===== src/rtl/apb2lb_timeout.sv =====
// APB-to-local-bus bridge with registered local-bus strobes, wait-state handshaking
// and a bus-timeout watchdog. Every output comes straight from a flop.
module apb2lb_timeout #(
  parameter int unsigned ADDR_W  = 16,
  parameter int unsigned DATA_W  = 32,
  localparam int unsigned STRB_W = DATA_W / 8,
  parameter int unsigned TIMEOUT = 255
) (
  input  logic              clk,
  input  logic              rst,
  // APB side
  input  logic              psel,
  input  logic              penable,
  input  logic              pwrite,
  input  logic [ADDR_W-1:0] paddr,
  input  logic [DATA_W-1:0] pwdata,
  input  logic [STRB_W-1:0] pstrb,
  output logic [DATA_W-1:0] prdata,
  output logic              pready,
  output logic              pslverr,
  // Local-bus write channel
  output logic [ADDR_W-1:0] waddr,
  output logic [DATA_W-1:0] wdata,
  output logic [STRB_W-1:0] wstrb,
  output logic              wen,
  input  logic              wready,
  // Local-bus read channel
  output logic [ADDR_W-1:0] raddr,
  output logic              ren,
  input  logic [DATA_W-1:0] rdata,
  input  logic              rvalid,
  // Status
  output logic [7:0]        tmo_cnt
);

  // A zero-width counter is illegal, so TIMEOUT=0 keeps a dummy 1-bit counter.
  localparam int unsigned CntW = (TIMEOUT > 0) ? $clog2(TIMEOUT + 1) : 1;
  localparam logic [CntW-1:0] CntLast = (TIMEOUT > 0) ? CntW'(TIMEOUT - 1) : '0;

  typedef enum logic [1:0] {StIdle, StWrWait, StRdWait, StResp} state_e;

  state_e            state_q, state_d;
  logic [CntW-1:0]   cnt_q, cnt_d;
  logic              pready_q, pready_d;
  logic              pslverr_q, pslverr_d;
  logic              wen_q, wen_d;
  logic              ren_q, ren_d;
  logic [DATA_W-1:0] prdata_q, prdata_d;
  logic [ADDR_W-1:0] waddr_q, waddr_d;
  logic [ADDR_W-1:0] raddr_q, raddr_d;
  logic [DATA_W-1:0] wdata_q, wdata_d;
  logic [STRB_W-1:0] wstrb_q, wstrb_d;
  logic [7:0]        tmo_q, tmo_d;
  logic              tmo_hit;

  // Watchdog fires on the TIMEOUT-th wait cycle without completion.
  assign tmo_hit = (TIMEOUT != 0) && (cnt_q == CntLast);

  // Next-state and registered-output logic.
  always_comb begin
    state_d   = state_q;
    cnt_d     = cnt_q;
    pready_d  = 1'b0;
    pslverr_d = 1'b0;
    wen_d     = 1'b0;
    ren_d     = 1'b0;
    prdata_d  = prdata_q;
    waddr_d   = waddr_q;
    raddr_d   = raddr_q;
    wdata_d   = wdata_q;
    wstrb_d   = wstrb_q;
    tmo_d     = tmo_q;

    unique case (state_q)
      StIdle: begin
        if (psel && !penable) begin
          waddr_d = paddr;
          raddr_d = paddr;
          wdata_d = pwdata;
          wstrb_d = pstrb;
          cnt_d   = '0;
          if (pwrite) begin
            state_d = StWrWait;
            wen_d   = 1'b1;
          end else begin
            state_d = StRdWait;
            ren_d   = 1'b1;
          end
        end
      end

      StWrWait: begin
        // wen is always high here, so wready alone marks completion.
        if (wready) begin
          state_d  = StResp;
          pready_d = 1'b1;
        end else begin
          cnt_d = cnt_q + CntW'(1);
          if (tmo_hit) begin
            state_d   = StResp;
            pready_d  = 1'b1;
            pslverr_d = 1'b1;
            if (tmo_q != 8'hFF) tmo_d = tmo_q + 8'd1;
          end else begin
            wen_d = 1'b1;
          end
        end
      end

      StRdWait: begin
        if (rvalid) begin
          state_d  = StResp;
          pready_d = 1'b1;
          prdata_d = rdata;
        end else begin
          cnt_d = cnt_q + CntW'(1);
          if (tmo_hit) begin
            state_d   = StResp;
            pready_d  = 1'b1;
            pslverr_d = 1'b1;
            prdata_d  = '0;
            if (tmo_q != 8'hFF) tmo_d = tmo_q + 8'd1;
          end
        end
      end

      StResp: begin
        state_d = StIdle;
      end

      default: begin
        state_d = StIdle;
      end
    endcase
  end

  // State and output registers with synchronous reset.
  always_ff @(posedge clk) begin
    if (rst) begin
      state_q   <= StIdle;
      cnt_q     <= '0;
      pready_q  <= 1'b0;
      pslverr_q <= 1'b0;
      wen_q     <= 1'b0;
      ren_q     <= 1'b0;
      prdata_q  <= '0;
      waddr_q   <= '0;
      raddr_q   <= '0;
      wdata_q   <= '0;
      wstrb_q   <= '0;
      tmo_q     <= '0;
    end else begin
      state_q   <= state_d;
      cnt_q     <= cnt_d;
      pready_q  <= pready_d;
      pslverr_q <= pslverr_d;
      wen_q     <= wen_d;
      ren_q     <= ren_d;
      prdata_q  <= prdata_d;
      waddr_q   <= waddr_d;
      raddr_q   <= raddr_d;
      wdata_q   <= wdata_d;
      wstrb_q   <= wstrb_d;
      tmo_q     <= tmo_d;
    end
  end

  assign prdata  = prdata_q;
  assign pready  = pready_q;
  assign pslverr = pslverr_q;
  assign waddr   = waddr_q;
  assign wdata   = wdata_q;
  assign wstrb   = wstrb_q;
  assign wen     = wen_q;
  assign raddr   = raddr_q;
  assign ren     = ren_q;
  assign tmo_cnt = tmo_q;

endmodule

===== config.mk =====
export PLATFORM = sky130hd
export DESIGN_NAME = apb2lb_timeout
export DESIGN_NICKNAME = d
export VERILOG_FILES = /design/src/rtl/apb2lb_timeout.sv
export SDC_FILE = /design/constraint.sdc
export NUM_CORES = 1
export LEC_CHECK = 0
export ABC_AREA = 1
export CAP_MARGIN = 5
export CORE_MARGIN = 5
export CORE_UTILIZATION = 50
export CTS_BUF_LIST = sky130_fd_sc_hd__clkbuf_4 sky130_fd_sc_hd__clkbuf_8
export CTS_CLUSTER_DIAMETER = 50
export CTS_CLUSTER_SIZE = 14
export DETAILED_ROUTE_END_ITERATION = 10
export DONT_BUFFER_PORTS = 1
export GPL_TIMING_DRIVEN = 0
export SYNTH_ARGS = -nofsm -noshare
export SYNTH_HDL_FRONTEND = slang
export SYNTH_SLANG_ARGS = --single-unit

===== constraint.sdc =====
create_clock -name clk -period 2.24 [get_ports clk]
set_clock_uncertainty 0.05 [all_clocks]
set_input_delay 0.336 -clock clk [delete_from_list [all_inputs] [get_ports clk]]
set_output_delay 0.336 -clock clk [all_outputs]
set_load 0.01 [all_outputs]

==> flow_summary.json <==
{
  "wl_met3_um": 1457,
  "ios": 203,
  "tritoncts": "built",
  "cts_buffer_depth": 2,
  "port_buffers": 0,
  "die_area_mm2": 0.01087,
  "clockRootBuffer": "clkbuf_8",
  "synth_nets": 673,
  "dp_hpwl_um": 8740,
  "wl_met2_um": 5453,
  "post-cts-setup-buffers": 0,
  "layout_min_cycle_time_ns": 1.828,
  "stdcell_count": 699,
  "final_common_cell": "nor2_1",
  "regArea_mm2": 0.002122,
  "n_antenna_cell": 0,
  "ir_worst_vdd_uv": 483.3,
  "vias_per_cell": 5.484,
  "critical_path.max_fanout": 10,
  "synthDistinctLibCells": 34,
  "grt_pass1_vias": 3656,
  "critPathLaunchType": "flop",
  "routabilityCongestion": 0.8210,
  "wl_per_cell_um": 16.60,
  "required_ns": 2.45,
  "clkTransAtPathRegs_ns": 0.11,
  "grt_overflow": 0,
  "die_w_um": 104.3,
  "drc": 0,
  "initial_core_util": 0.5118,
  "pwr-share-clk": 0.264,
  "nFillCells": 863,
  "clock-sinks": 106,
  "synth-seq-cells": 106,
  "nets": 685,
  "intPower_uw": 3269,
  "grt_antenna_before_repair": 0,
  "rsz0062_at_grt": "no",
  "htree_num_levels": 3,
  "grt_start_max_net_pins": 19,
  "grt_pass1_wl_um": 18650,
  "most-common-layout-cells": "nor2_1, dfxtp_1, nand3_1, o21ai_0, a21oi_1",
  "yosysSeqAreaShare": 0.4777,
  "num_vias": 3833,
  "insertion_delay_ns": 0.36,
  "ant_nets": 0,
  "leakage_uw": 0.001909,
  "slew_headroom": 0.6523,
  "wirelength_um": 11600,
  "firstDrtPassIters": 5,
  "endpoint_kind": "flop",
  "synthCells": 574,
  "totalNegativeSetupSlack_ns": 0,
  "drt_iter0_drc": 140,
  "hold_violations": 0,
  "hold_path_class": "in2reg",
  "critical_path_class": "reg2reg",
  "p_per_area_mw_per_mm2": 1064,
  "outcome": "finished, final reports clean",
  "min_period_over_period": 0.8160,
  "worst_slack_ns": 0.4121,
  "postCtsResizedCells": 0,
  "coreArea_mm2": 0.008678,
  "switching_share": 0.3624,
  "utilization": 0.5555,
  "power_frac_comb": 0.244,
  "worstMarginPinSlew_ns": 0.5215,
  "drt-met1-wl_um": 4487,
  "max_freq_mhz": 547.1,
  "synth_warnings": 0,
  "synth_area_mm2": 0.004442,
  "areaGrowthSynthToFinish_pct": 8.535,
  "p_sw_uw": 1858,
  "maxCapViolCount": 0,
  "syn_area_per_cell_um2": 7.738,
  "grt.total_usage": 0.2052,
  "multi_input_area_mm2": 0.001928,
  "drive_gt1_frac": 0.09983,
  "die_h_um": 104.3,
  "cts-hold-fix-buffers": 1,
  "rows": 34,
  "top_layer_used": "met4",
  "numCtsBuffers": 9,
  "setup_violations": 0,
  "crit_arrival_ns": 2.04,
  "dpl_worst_slack_ns": 0.3900,
  "placedCellCount": 682,
  "power_frac_seq": 0.493,
  "drv_slew": 0
}
flip-flops by register name, summed over array words and instances, names as in the netlist:
register and count:
pready 1, cnt_q 8, tmo_cnt 8, ren 1
prdata 32, raddr 16, wdata 32, wen 1
state_q 2, wstrb 4, pslverr 1
cells by family after synthesis:
| family | Yosys count | synth area share |
|---|---|---|
| buffers and inverters | 79 | 0.08817 |
| XOR/XNOR | 3 | 0.005917 |
| adder cells (fa/ha/maj) | 8 | 0.02254 |
| AO/OA/AOI/OAI | 112 | 0.1279 |
| AND/OR/NAND/NOR | 266 | 0.2777 |
| flip-flops | 106 | 0.4777 |
critical path, cell delays in order, from the launching register on:
cell      delay (ns)
dfxtp_1         0.35
inv_1           0.14
ha_1            0.21
inv_1           0.06
nor2_2          0.31
inv_2           0.15
clkbuf_1        0.25
nor2_1          0.15
nor2_1          0.07
stage by stage:
step / hold WS (ns) / area [um^2] / power (uW)
final: 0.04601 / 4821 / 5127
after CTS: 0.03233 / 4821 / 5168
after global routing: 0.02838 / 4821 / 5471
after global placement: 0.3679 / 4577 / 3799
after detailed placement: 0.3684 / 4577 / 3828
after floorplan: 0.3653 / 4442 / 3487
layout make-up:
type                    instances  area share
well taps                     108     0.02803
multi-input cells             389      0.3999
inverters                      27     0.02102
plain buffers                  52     0.06021
flip-flops and latches        106      0.4402
repair buffers                  1    0.002076
clock inverters                 6     0.01998
clock buffers                  10     0.02855
Yosys cell counts:
| library cell | n | area share |
|---|---|---|
| nor2_8 | 1 | 0.0045 |
| dfxtp_1 | 106 | 0.48 |
| buf_1 | 2 | 0.0017 |
| nand2_2 | 2 | 0.0028 |
| nor3b_1 | 1 | 0.0017 |
| o22ai_1 | 1 | 0.0014 |
| nor2_4 | 1 | 0.0025 |
| nor3_2 | 1 | 0.0023 |
| o21ai_0 | 55 | 0.062 |
| xor2_1 | 3 | 0.0059 |
| nand3_1 | 79 | 0.089 |
| a21oi_1 | 52 | 0.059 |
| nand4_1 | 7 | 0.0099 |
| ha_1 | 8 | 0.023 |
| o21bai_1 | 1 | 0.0017 |
| nor2_1 | 113 | 0.095 |
| nand4_4 | 1 | 0.0048 |
| nor2_2 | 4 | 0.0056 |
| nand2_1 | 44 | 0.037 |
| nand2_4 | 2 | 0.0051 |
| nand3b_1 | 1 | 0.0017 |
| o21ai_1 | 1 | 0.0011 |
| buf_6 | 3 | 0.0076 |
| clkbuf_1 | 25 | 0.021 |
| nor3_1 | 6 | 0.0068 |
| nand3_2 | 2 | 0.0045 |
| buf_4 | 18 | 0.030 |
| inv_1 | 24 | 0.020 |
| o31ai_1 | 1 | 0.0017 |
| buf_2 | 3 | 0.0034 |
| a31oi_1 | 1 | 0.0014 |
| inv_2 | 3 | 0.0025 |
| clkbuf_2 | 1 | 0.0011 |
| nand3_4 | 1 | 0.0039 |
path summary, 6_finish.rpt:
path | start | endpoint | slack (ns) | cells after the start
min | pstrb[1] | wstrb[1]$_SDFFE_PP0P_ | 0.05 | 2
max reg2reg | state_q[1]$_SDFFE_PP0N_ | raddr[7]$_SDFFE_PP0P_ | 0.41 | 8
max | state_q[1]$_SDFFE_PP0N_ | raddr[7]$_SDFFE_PP0P_ | 0.41 | 8
min reg2reg | cnt_q[7]$_SDFFE_PP0P_ | cnt_q[7]$_SDFFE_PP0P_ | 0.44 | 2
power by group through the flow:
stage          clock network (uW)  logic [uW]  registers [uW]
2_1_floorplan                   0         998            2490
3_5_place_dp                    0        1250            2570
4_1_cts                      1380        1260            2530
5_1_grt                      1470        1430            2570
6_report                     1350        1250            2530
3_3_place_gp                    0        1220            2580
layer usage:
| layer | up-vias | GRT usage |
|---|---|---|
| li1 | 1911 | - |
| met1 | 1738 | 0.2451 |
| met2 | 168 | 0.3201 |
| met3 | 16 | 0.1086 |
| met4 | 0 | 0.06013 |
| met5 | - | 0 |
Note: power is estimated with default switching activity, not from simulation.
